File: src/rtl/vector_pkg.sv
// Shared widths, state encoding and the error cause code for the vector responder.
// Pure definitions; no logic, no latency, no flow control.
package vector_pkg;
    localparam int          DATA_W_DEF = 23;
    localparam int          SPEC_W     = 4;
    localparam int          DEPTH_DEF  = 4;
    localparam logic [3:0]  ERR_CODE   = 4'hF;

    typedef enum logic [1:0] {
        IDLE = 2'd0,
        ACK  = 2'd1,
        HOLD = 2'd2,
        HALT = 2'd3
    } state_t;
endpackage

File: src/rtl/vector_responder_if.sv
// FSM-side interrupt handshake plus local pop port of the vector responder.
// Wiring only; the master is the FSM/consumer side, the slave is the responder.
interface vector_responder_if #(
    parameter int DATA_W = vector_pkg::DATA_W_DEF,
    parameter int DEPTH  = vector_pkg::DEPTH_DEF
);
    localparam int SW = vector_pkg::SPEC_W;
    localparam int CW = $clog2(DEPTH) + 1;

    logic                 intr;
    logic [SW-1:0]        specreg;
    logic                 stop;
    logic [DATA_W-1:0]    data_in;
    logic                 rd_en;
    logic                 ack;
    logic                 ena;
    logic [DATA_W+SW-1:0] rd_data;
    logic                 rd_valid;
    logic [CW-1:0]        count;
    logic                 err;

    modport master (
        output intr, specreg, stop, data_in, rd_en,
        input  ack, ena, rd_data, rd_valid, count, err
    );

    modport slave (
        input  intr, specreg, stop, data_in, rd_en,
        output ack, ena, rd_data, rd_valid, count, err
    );
endinterface

File: src/rtl/vector_fifo.sv
// Capture FIFO: write lands at the edge, pop data appears registered one cycle later.
// Writes beyond DEPTH and pops when empty are dropped; count_nxt exposes next occupancy.
module vector_fifo
    import vector_pkg::*;
#(
    parameter int  W     = DATA_W_DEF + SPEC_W,
    parameter int  DEPTH = DEPTH_DEF,
    localparam int AW    = $clog2(DEPTH),
    localparam int CW    = AW + 1
) (
    input  logic          clk,
    input  logic          arst,
    input  logic          wr,
    input  logic [W-1:0]  wr_data,
    input  logic          rd_req,
    output logic [W-1:0]  rd_data,
    output logic          rd_valid,
    output logic [CW-1:0] count,
    output logic [CW-1:0] count_nxt
);
    logic [W-1:0]  mem [DEPTH];
    logic [AW-1:0] wr_ptr;
    logic [AW-1:0] rd_ptr;
    logic          do_wr;
    logic          do_rd;

    // Fullness is judged on the pre-read count, so a full FIFO never accepts a write.
    assign do_wr = wr && (count < CW'(DEPTH));
    assign do_rd = rd_req && (count != '0);

    always_comb begin
        count_nxt = count;
        if (do_wr && !do_rd)
            count_nxt = count + CW'(1);
        else if (!do_wr && do_rd)
            count_nxt = count - CW'(1);
    end

    always_ff @(posedge clk) begin
        if (do_wr)
            mem[wr_ptr] <= wr_data;
    end

    always_ff @(posedge clk or posedge arst) begin
        if (arst) begin
            wr_ptr   <= '0;
            rd_ptr   <= '0;
            count    <= '0;
            rd_data  <= '0;
            rd_valid <= 1'b0;
        end else begin
            count    <= count_nxt;
            rd_valid <= do_rd;
            if (do_wr)
                wr_ptr <= wr_ptr + AW'(1);
            if (do_rd) begin
                rd_data <= mem[rd_ptr];
                rd_ptr  <= rd_ptr + AW'(1);
            end
        end
    end
endmodule

File: src/rtl/vector_responder.sv
// Acknowledges FSM interrupts, capturing {specreg,data_in} into a FIFO the local consumer pops.
// ack one cycle after capture; backpressure by withholding ack/ena while the FIFO is full.
module vector_responder
    import vector_pkg::*;
#(
    parameter int DATA_W = DATA_W_DEF,
    parameter int DEPTH  = DEPTH_DEF
) (
    input  logic               clk,
    input  logic               arst,
    vector_responder_if.slave  bus
);
    localparam int CW = $clog2(DEPTH) + 1;

    state_t        state;
    state_t        state_nxt;
    logic          wr;
    logic          ack_q;
    logic          ena_q;
    logic          err_q;
    logic [CW-1:0] count;
    logic [CW-1:0] count_nxt;

    always_comb begin
        state_nxt = state;
        wr        = 1'b0;
        if (bus.stop) begin
            state_nxt = HALT;
        end else begin
            unique case (state)
                IDLE: if (bus.intr && (count < CW'(DEPTH))) begin
                    wr        = 1'b1;
                    state_nxt = ACK;
                end
                ACK:  state_nxt = HOLD;
                HOLD: if (!bus.intr) state_nxt = IDLE;
                HALT: state_nxt = IDLE;
                default: state_nxt = IDLE;
            endcase
        end
    end

    // Outputs are registered from next-state/next-count so they track the state exactly.
    always_ff @(posedge clk or posedge arst) begin
        if (arst) begin
            state <= IDLE;
            ack_q <= 1'b0;
            ena_q <= 1'b0;
            err_q <= 1'b0;
        end else begin
            state <= state_nxt;
            ack_q <= (state_nxt == ACK);
            ena_q <= (state_nxt == IDLE) && (count_nxt < CW'(DEPTH));
            err_q <= err_q | (wr && (bus.specreg == ERR_CODE));
        end
    end

    vector_fifo #(
        .W     (DATA_W + SPEC_W),
        .DEPTH (DEPTH)
    ) u_fifo (
        .clk       (clk),
        .arst      (arst),
        .wr        (wr),
        .wr_data   ({bus.specreg, bus.data_in}),
        .rd_req    (bus.rd_en),
        .rd_data   (bus.rd_data),
        .rd_valid  (bus.rd_valid),
        .count     (count),
        .count_nxt (count_nxt)
    );

    assign bus.ack   = ack_q;
    assign bus.ena   = ena_q;
    assign bus.err   = err_q;
    assign bus.count = count;
endmodule

File: src/flat_wrapper.sv
// flat-port wrapper written by rule: the top's interface ports become plain ports
module vector_responder_flat import vector_pkg::*;
#(
    parameter int DATA_W = DATA_W_DEF,
    parameter int DEPTH  = DEPTH_DEF
)
  (clk, arst, bus_intr, bus_specreg, bus_stop, bus_data_in, bus_rd_en, bus_ack, bus_ena, bus_rd_data, bus_rd_valid, bus_count, bus_err);
  vector_responder_if #(.DATA_W(DATA_W), .DEPTH(DEPTH)) bus_i ();
  input  logic clk;
  input  logic arst;
  input wire logic [$bits(bus_i.intr)-1:0] bus_intr;
  input wire logic [$bits(bus_i.specreg)-1:0] bus_specreg;
  input wire logic [$bits(bus_i.stop)-1:0] bus_stop;
  input wire logic [$bits(bus_i.data_in)-1:0] bus_data_in;
  input wire logic [$bits(bus_i.rd_en)-1:0] bus_rd_en;
  output wire logic [$bits(bus_i.ack)-1:0] bus_ack;
  output wire logic [$bits(bus_i.ena)-1:0] bus_ena;
  output wire logic [$bits(bus_i.rd_data)-1:0] bus_rd_data;
  output wire logic [$bits(bus_i.rd_valid)-1:0] bus_rd_valid;
  output wire logic [$bits(bus_i.count)-1:0] bus_count;
  output wire logic [$bits(bus_i.err)-1:0] bus_err;
  assign bus_i.intr = bus_intr;
  assign bus_i.specreg = bus_specreg;
  assign bus_i.stop = bus_stop;
  assign bus_i.data_in = bus_data_in;
  assign bus_i.rd_en = bus_rd_en;
  assign bus_ack = bus_i.ack;
  assign bus_ena = bus_i.ena;
  assign bus_rd_data = bus_i.rd_data;
  assign bus_rd_valid = bus_i.rd_valid;
  assign bus_count = bus_i.count;
  assign bus_err = bus_i.err;
  vector_responder #(.DATA_W(DATA_W), .DEPTH(DEPTH)) u_core (.clk(clk), .arst(arst), .bus(bus_i));
endmodule
File: config.mk
export PLATFORM = sky130hd
export DESIGN_NAME = vector_responder_flat
export DESIGN_NICKNAME = d
export VERILOG_FILES = /design/src/rtl/vector_pkg.sv /design/src/rtl/vector_responder_if.sv /design/src/rtl/vector_fifo.sv /design/src/rtl/vector_responder.sv /design/src/flat_wrapper.sv
export SDC_FILE = /design/constraint.sdc
export NUM_CORES = 1
export LEC_CHECK = 0
export BUFFER_PORTS_ARGS = -buffer_cell sky130_fd_sc_hd__buf_4
export CORE_ASPECT_RATIO = 1.2
export CORE_MARGIN = 2
export CORE_UTILIZATION = 35
export DETAILED_ROUTE_END_ITERATION = 8
export GPL_TIMING_DRIVEN = 1
export PLACE_DENSITY = 0.66
export SYNTH_ARGS = -nofsm -noshare
export SYNTH_HDL_FRONTEND = slang
export SYNTH_SLANG_ARGS = --single-unit
File: constraint.sdc
create_clock -name clk -period 2.23 [get_ports clk]
set_input_delay 0 -clock clk [delete_from_list [all_inputs] [get_ports clk]]
set_output_delay 0 -clock clk [all_outputs]
set_load 0.005 [all_outputs]
; Yosys cells after proc, flatten, opt, wreduce, memory -nomap -nowiden
; Memory sizes are Yosys's and may differ from the RTL's. A register that Yosys moved wholly into a read port is not among the register bits.
; Index checks and enable logic that the tools add are counted.
[totals]
ff_bits = 13
latch_bits = 0
ram_bits = 108
rom_bits = 0
inputBits = 32
n_memories = 1
[classes]
addsub = 4
mul = 0
n_div = 0
magnitude_cmp = 2
eq_ne = 5
shift = 0
muxes = 11
bitwise = 1
reduce_logical = 12
[memory_table]
columns = name, words, width, rd, rd_ports_with_merged_regs, wr, line_no
row1 = u_core.u_fifo.mem, 4, 27, 1, 1, 1, vector_fifo.sv:21  ; logic [W-1:0] mem [DEPTH];
[op_table]
columns = cell, count
row1 = $pmux 2 s4, 1
row2 = $logic_and 1x1->1, 7
row3 = $lt 3x3->1 const B, 2
row4 = $mux 2, 3
row5 = $mux 3, 2
row6 = $mux 1, 5
row7 = $add 2x1->2 const B, 2
row8 = $eq 2x1->1 const B, 2
row9 = $eq 2x2->1 const B, 2
row10 = $eq 4x4->1 const B, 1
row11 = $logic_not 2->1, 2
row12 = $add 3x1->3 const B, 1
row13 = $reduce_bool 3->1, 1
row14 = $sub 3x1->3 const B, 1
row15 = $logic_not 1->1, 2
row16 = $or 1x1->1, 1

; Depth between registers and ports, before layout
[logic_depth]
depth_word = 12
mapped_depth = 10
mapped_depth_nobuf = 9

; By module
; From an unflattened synthesis, not the netlist that was laid out.
[unflattened]
hier_cells = 323
area_unflattened_um2 = 5761.8
[by_module_without_submodules]
columns = mod, n_inst, cells_each, area_each_um2, seq_area_each_um2
row1 = vector_fifo, 1, 304, 5536.6, 4119.0
row2 = vector_responder, 1, 19, 225.2, 125.1

; Worst setup path before layout
; Ideal clock, no wire load.
[synth_timing]
path_type = register -> register
from = register u_core.u_fifo.count[2]
to = memory u_core.u_fifo.mem[0][0] (netlist name), enable pin
setup_time_ns = 0.386
arrival_ns = 1.719
setup_slack_ns = 0.125
path_stages_with_launch = 5
path_buffers = 0
synth_period_minus_slack_ns = 2.105
path_cell_list = dfrtp_1 > nor4b_2 > nand2b_1 > inv_2 > and2_1
[synth_between]
elab_chain_len = 8
[synth_rtl]
columns = item, line_no
row1 = from (decl), vector_fifo.sv:18  ; output logic [CW-1:0] count,
row2 = from (signal assigned), vector_fifo.sv:52  ; count <= count_nxt;
row3 = $lt 3x3->1 (*), "vector_fifo.sv:28, vector_responder.sv:31"
row4 = $logic_and 1x1->1, vector_responder.sv:31  ; IDLE: if (bus.intr && (count < CW'(DEPTH))) begin
row5 = $mux 1, vector_responder.sv:31
row6 = $mux 1, vector_responder.sv:30  ; unique case (state)
row7 = $mux 1, vector_responder.sv:27  ; if (bus.stop) begin
row8 = $logic_and 1x1->1 (*), vector_fifo.sv:28  ; assign do_wr = wr && (count < CW'(DEPTH));
row9 = named net u_core.u_fifo.do_wr, vector_fifo.sv:24  ; logic do_wr;
row10 = $mux 1 (*), vector_fifo.sv:40  ; if (do_wr)
row11 = $mux 1 (implied by the code) (*), vector_fifo.sv:41  ; mem[wr_ptr] <= wr_data;
row12 = to (decl), vector_fifo.sv:21
; Mark *: on every way through the listed nets, which the timed path passes. The rest lies on a longest branch.

; Worst setup path in the final report
[layout_timing]
from = register u_core.u_fifo.count[2]
to = register u_core.ena_q, in the netlist u_core.bus.ena
[layout_between]
elab_chain_len = 12
elab_cells_between_ends = 22
[layout_rtl]
columns = item, line_no
row1 = $lt 3x3->1 (*), "vector_fifo.sv:28, vector_responder.sv:31"
row2 = $logic_and 1x1->1, vector_responder.sv:31
row3 = $mux 1, vector_responder.sv:31
row4 = $mux 1, vector_responder.sv:30
row5 = $mux 1, vector_responder.sv:27
row6 = $logic_and 1x1->1 (*), vector_fifo.sv:28
row7 = named net u_core.u_fifo.do_wr, vector_fifo.sv:24
row8 = $logic_not 1->1, vector_fifo.sv:35  ; else if (!do_wr && do_rd)
row9 = $logic_and 1x1->1, vector_fifo.sv:35
row10 = $mux 3, vector_fifo.sv:35
row11 = $mux 3 (*), vector_fifo.sv:33  ; if (do_wr && !do_rd)
row12 = named net u_core.count_nxt[2], vector_responder.sv:22  ; logic [CW-1:0] count_nxt;
row13 = $lt 3x3->1 (*), vector_responder.sv:53  ; ena_q <= (state_nxt == IDLE) && (count_nxt < CW'(DEPTH));
row14 = $logic_and 1x1->1 (*), vector_responder.sv:53
row15 = to (signal assigned), vector_responder.sv:53
row16 = to (decl), vector_responder.sv:19  ; logic ena_q;
; Marked as above.
; A chain may end at the register's enable or synchronous reset.

==> results_dict.tcl <==
set metrics [dict create \
    outcome "finished, final reports clean" \
    synth.area.top_cells "edfxtp_1, dfrtp_1, mux4_2, mux2_2, ha_1" \
    die-area_um2 17000 \
    finalCriticalPeriod_ns 2.00 \
    slew_headroom 0.381 \
    power.internal_w 0.00638 \
    syn_to_final_growth_pct 31.0 \
    clock.fmax_mhz 501 \
    h-tree-depth 4 \
    netlist_area_um2 5580 \
    die_width_um 119 \
    drc 0 \
    ant_nets 0 \
    synth_cell_types 30 \
    rr_startpoint "u_core.u_fifo.count[2]" \
    switching_share 0.250 \
    leakage_nw 2.72 \
    clock-sinks 148 \
    io_pins 66 \
    vias 2786 \
    antenna_found_initial 0 \
    worstPathArrival_ns 2.28 \
    tns_ns 0 \
    syn_avg_cell_area_um2 21.5 \
    drv_slew 0 \
    crit_fanout 7 \
    tightest_slew_ns 0.927 \
    critPathLaunchType "flip-flop" \
    p_switching_w 0.00212 \
    synth_top_family_by_area "multiplexers" \
    irDropWorstVdd_uv 510 \
    fin_crit_sh 0.896 \
    synth_fa_ha_area_frac 0.0202 \
    core_area_um2 15600 \
    portBuffers 65 \
    cp_top_family "simple AND/OR/NAND/NOR gates" \
    p_seq_frac 0.416 \
    dieHeight_um 142 \
    hpwlAfterDp_um 6340 \
    synth_edf_count 108 \
    cts_tree "yes" \
    layout-drive-gt1-share 0.440 \
    ys_ff_latch 148 \
    clk_pin_slew_worst_paths_ns 0.06 \
    async_flop_share 0.270 \
    viasPerCell 4.67 \
    yosysTopAreaCell "edfxtp_1" \
    rsz0062_at_grt "no" \
    antenna_cells 0 \
    ys_warn_count 0 \
    rrSetupSlack_ns 0.23 \
    pwr_density_cell_nw_per_um2 1160 \
    max-cap-violations 0 \
    skew_ns 0.00697 \
    syn-num-nets 301 \
    ctsLongestPathBuffers 2 \
    post_drt_wl_per_cell_um 17.1 \
    gp_congestion 0.692 \
    worstSetupStartpoint "u_core.u_fifo.count[2]" \
    synth_common_cells "edfxtp_1, dfrtp_1, mux2_2" \
    muxShareOfSynthArea 0.166 \
    grt_max_degree 41 \
    hold_path_class "in2reg" \
    seq_area_frac_synth 0.761 \
    grt_pass1_wl_um 16100 \
    path_buf_inv 1 \
    setup_viol 0 \
    endpoint_kind "flip-flop" \
    nets 417 \
    cts_setup_buffers 0 \
    start_util 0.358 \
    clk_latency_ns 0.41 \
    cts_buffers 17 \
    yosys.area_share.simple 0.0233 \
    hp-start "bus_data_in[1]" \
    core.rowCount 50 \
    synth_xor_xnor_area_share 0.00471 \
    postSynthCellCount 260 \
    synth_compound_area_frac 0.00830 \
    critPathKind "reg2reg" \
    slowest_delay_ns 0.44 \
    route.final.wire_length_um 10200 \
    required_ns 2.51 \
    grtUsageTotal 0.129 \
    cpMaxStageDelayCell "dfrtp_1" \
    yosysMostFrequentCell "edfxtp_1" \
    hold_slack_ns 0.328 \
    cp_cell_sequence "nor4b_2, nand2b_1, inv_2, ha_2, and4b_1, a211oi_2, nor3_1" \
    pwr-share-comb 0.248 \
    hold_viol_final 0 \
    firstDrtPassIters 4 \
    synth_top_area_frac 0.581 \
    synth-main-ff-cell "edfxtp_1" \
    p_clk_frac 0.336 \
    cts-root-buf "clkbuf_16" \
    gr-total-overflow 0 \
    grt_pass1_vias 2992 \
    drtIter0Drc 129 \
]
==> path summary, 6_finish.rpt <==
check,end,cells past startpoint
hold reg to reg,u_core.bus.err,1
hold / removal,u_core.u_fifo.mem[1][1],2
setup / recovery,u_core.bus.ena,7
max in group asynchronous,u_core.u_fifo.rd_ptr[0],3
setup reg to reg,u_core.bus.ena,7
min in group asynchronous,u_core.u_fifo.rd_data[20],3
==> layer usage <==
metal | track usage | up-vias | part of all wire
li1 | - | 1263 | -
met1 | 0.156 | 1439 | 0.43
met2 | 0.215 | 71 | 0.51
met3 | 0.0389 | 13 | 0.040
met4 | 0.0545 | 0 | 0.016
met5 | 0 | - | 0
==> per-stage QoR <==
stage | instances | power (W) | util | cell area [um^2] | setup WS (ns)
2_1_floorplan | 260 | 0.00484 | - | 5580 | 0.125
5_1_grt | 597 | 0.00893 | 0.469 | 7310 | 0.0330
4_1_cts | 597 | 0.00862 | 0.469 | 7300 | 0.110
3_5_place_dp | 534 | 0.00570 | 0.410 | 6390 | 0.113
6_report | 597 | 0.00850 | 0.469 | 7310 | 0.232
3_3_place_gp | 534 | 0.00563 | 0.410 | 6390 | 0.235
==> area by class of cell <==
type,count,area (um^2)
Fill cell,1318,8270
Sequential cell,148,4250
Multi-Input combinational cell,94,1250
Timing Repair Buffer,106,911
Clock buffer,20,447
Tap cell,208,260
Clock inverter,12,155
Inverter,9,33.8
==> cell usage in the layout (no fill, tap or decap), types with 2 or more instances in the layout <==
cell type	synthesis	layout
xnor2_1	3	3
nand2b_1	2	2
buf_4	0	72
clkbuf_1	0	2
nand2_1	3	2
dlygate4sd3_1	0	31
dfrtp_1	40	39
buf_12	0	3
mux2_2	28	28
mux4_2	27	27
bufinv_16	0	3
and2_2	0	4
inv_1	8	7
clkinvlp_4	0	4
edfxtp_1	108	108
ha_1	9	8
a21oi_1	2	2
inv_2	1	2
clkbuf_16	0	17
clkinv_4	0	2
==> sequential cells by signal, indices dropped and copies added, names as in the netlist <==
signal / flops
u_core.bus.ack: 1
u_core.bus.ena: 1
u_core.bus.err: 1
u_core.state: 2
u_core.u_fifo.count: 3
u_core.u_fifo.mem: 108
u_core.u_fifo.rd_data: 27
u_core.u_fifo.rd_ptr: 2
u_core.u_fifo.rd_valid: 1
u_core.u_fifo.wr_ptr: 2
==> power groups by stage <==
stage | Sequential, W | Combinational [W] | Clock (W)
after global placement | 0.00358 | 0.00205 | 0
after global routing | 0.00358 | 0.00230 | 0.00304
after floorplan | 0.00357 | 0.00127 | 0
after detailed placement | 0.00360 | 0.00210 | 0
final | 0.00354 | 0.00211 | 0.00285
after CTS | 0.00354 | 0.00217 | 0.00291
==> logic make-up (layout without fill, tap and decap cells) <==
logic type | after synthesis | count (layout)
and+or+nand+nor | 20 | 20
buffers and inverters | 18 | 147
AOI/OAI and AO/OA | 7 | 7
adders and majority gates | 9 | 9
xor gates and xnor gates | 3 | 3
muxes | 55 | 55
DFF | 148 | 148
==> worst reg2reg max path: cells and delay by family (launching register included) <==
family / cells / cell delay [ns]
buffers and inverters: 1 / 0.16
DFF: 1 / 0.44
AOI/OAI and AO/OA: 1 / 0.19
adders and majority gates: 1 / 0.24
and+or+nand+nor: 4 / 0.85
==> timing repair <==
item,in CTS,in global routing
resized for setup,0,2
endpoints found under the hold margin,155,0
endpoints found under the setup margin,0,2
hold buffers,31,0
(Power assumes the default switching activity.)
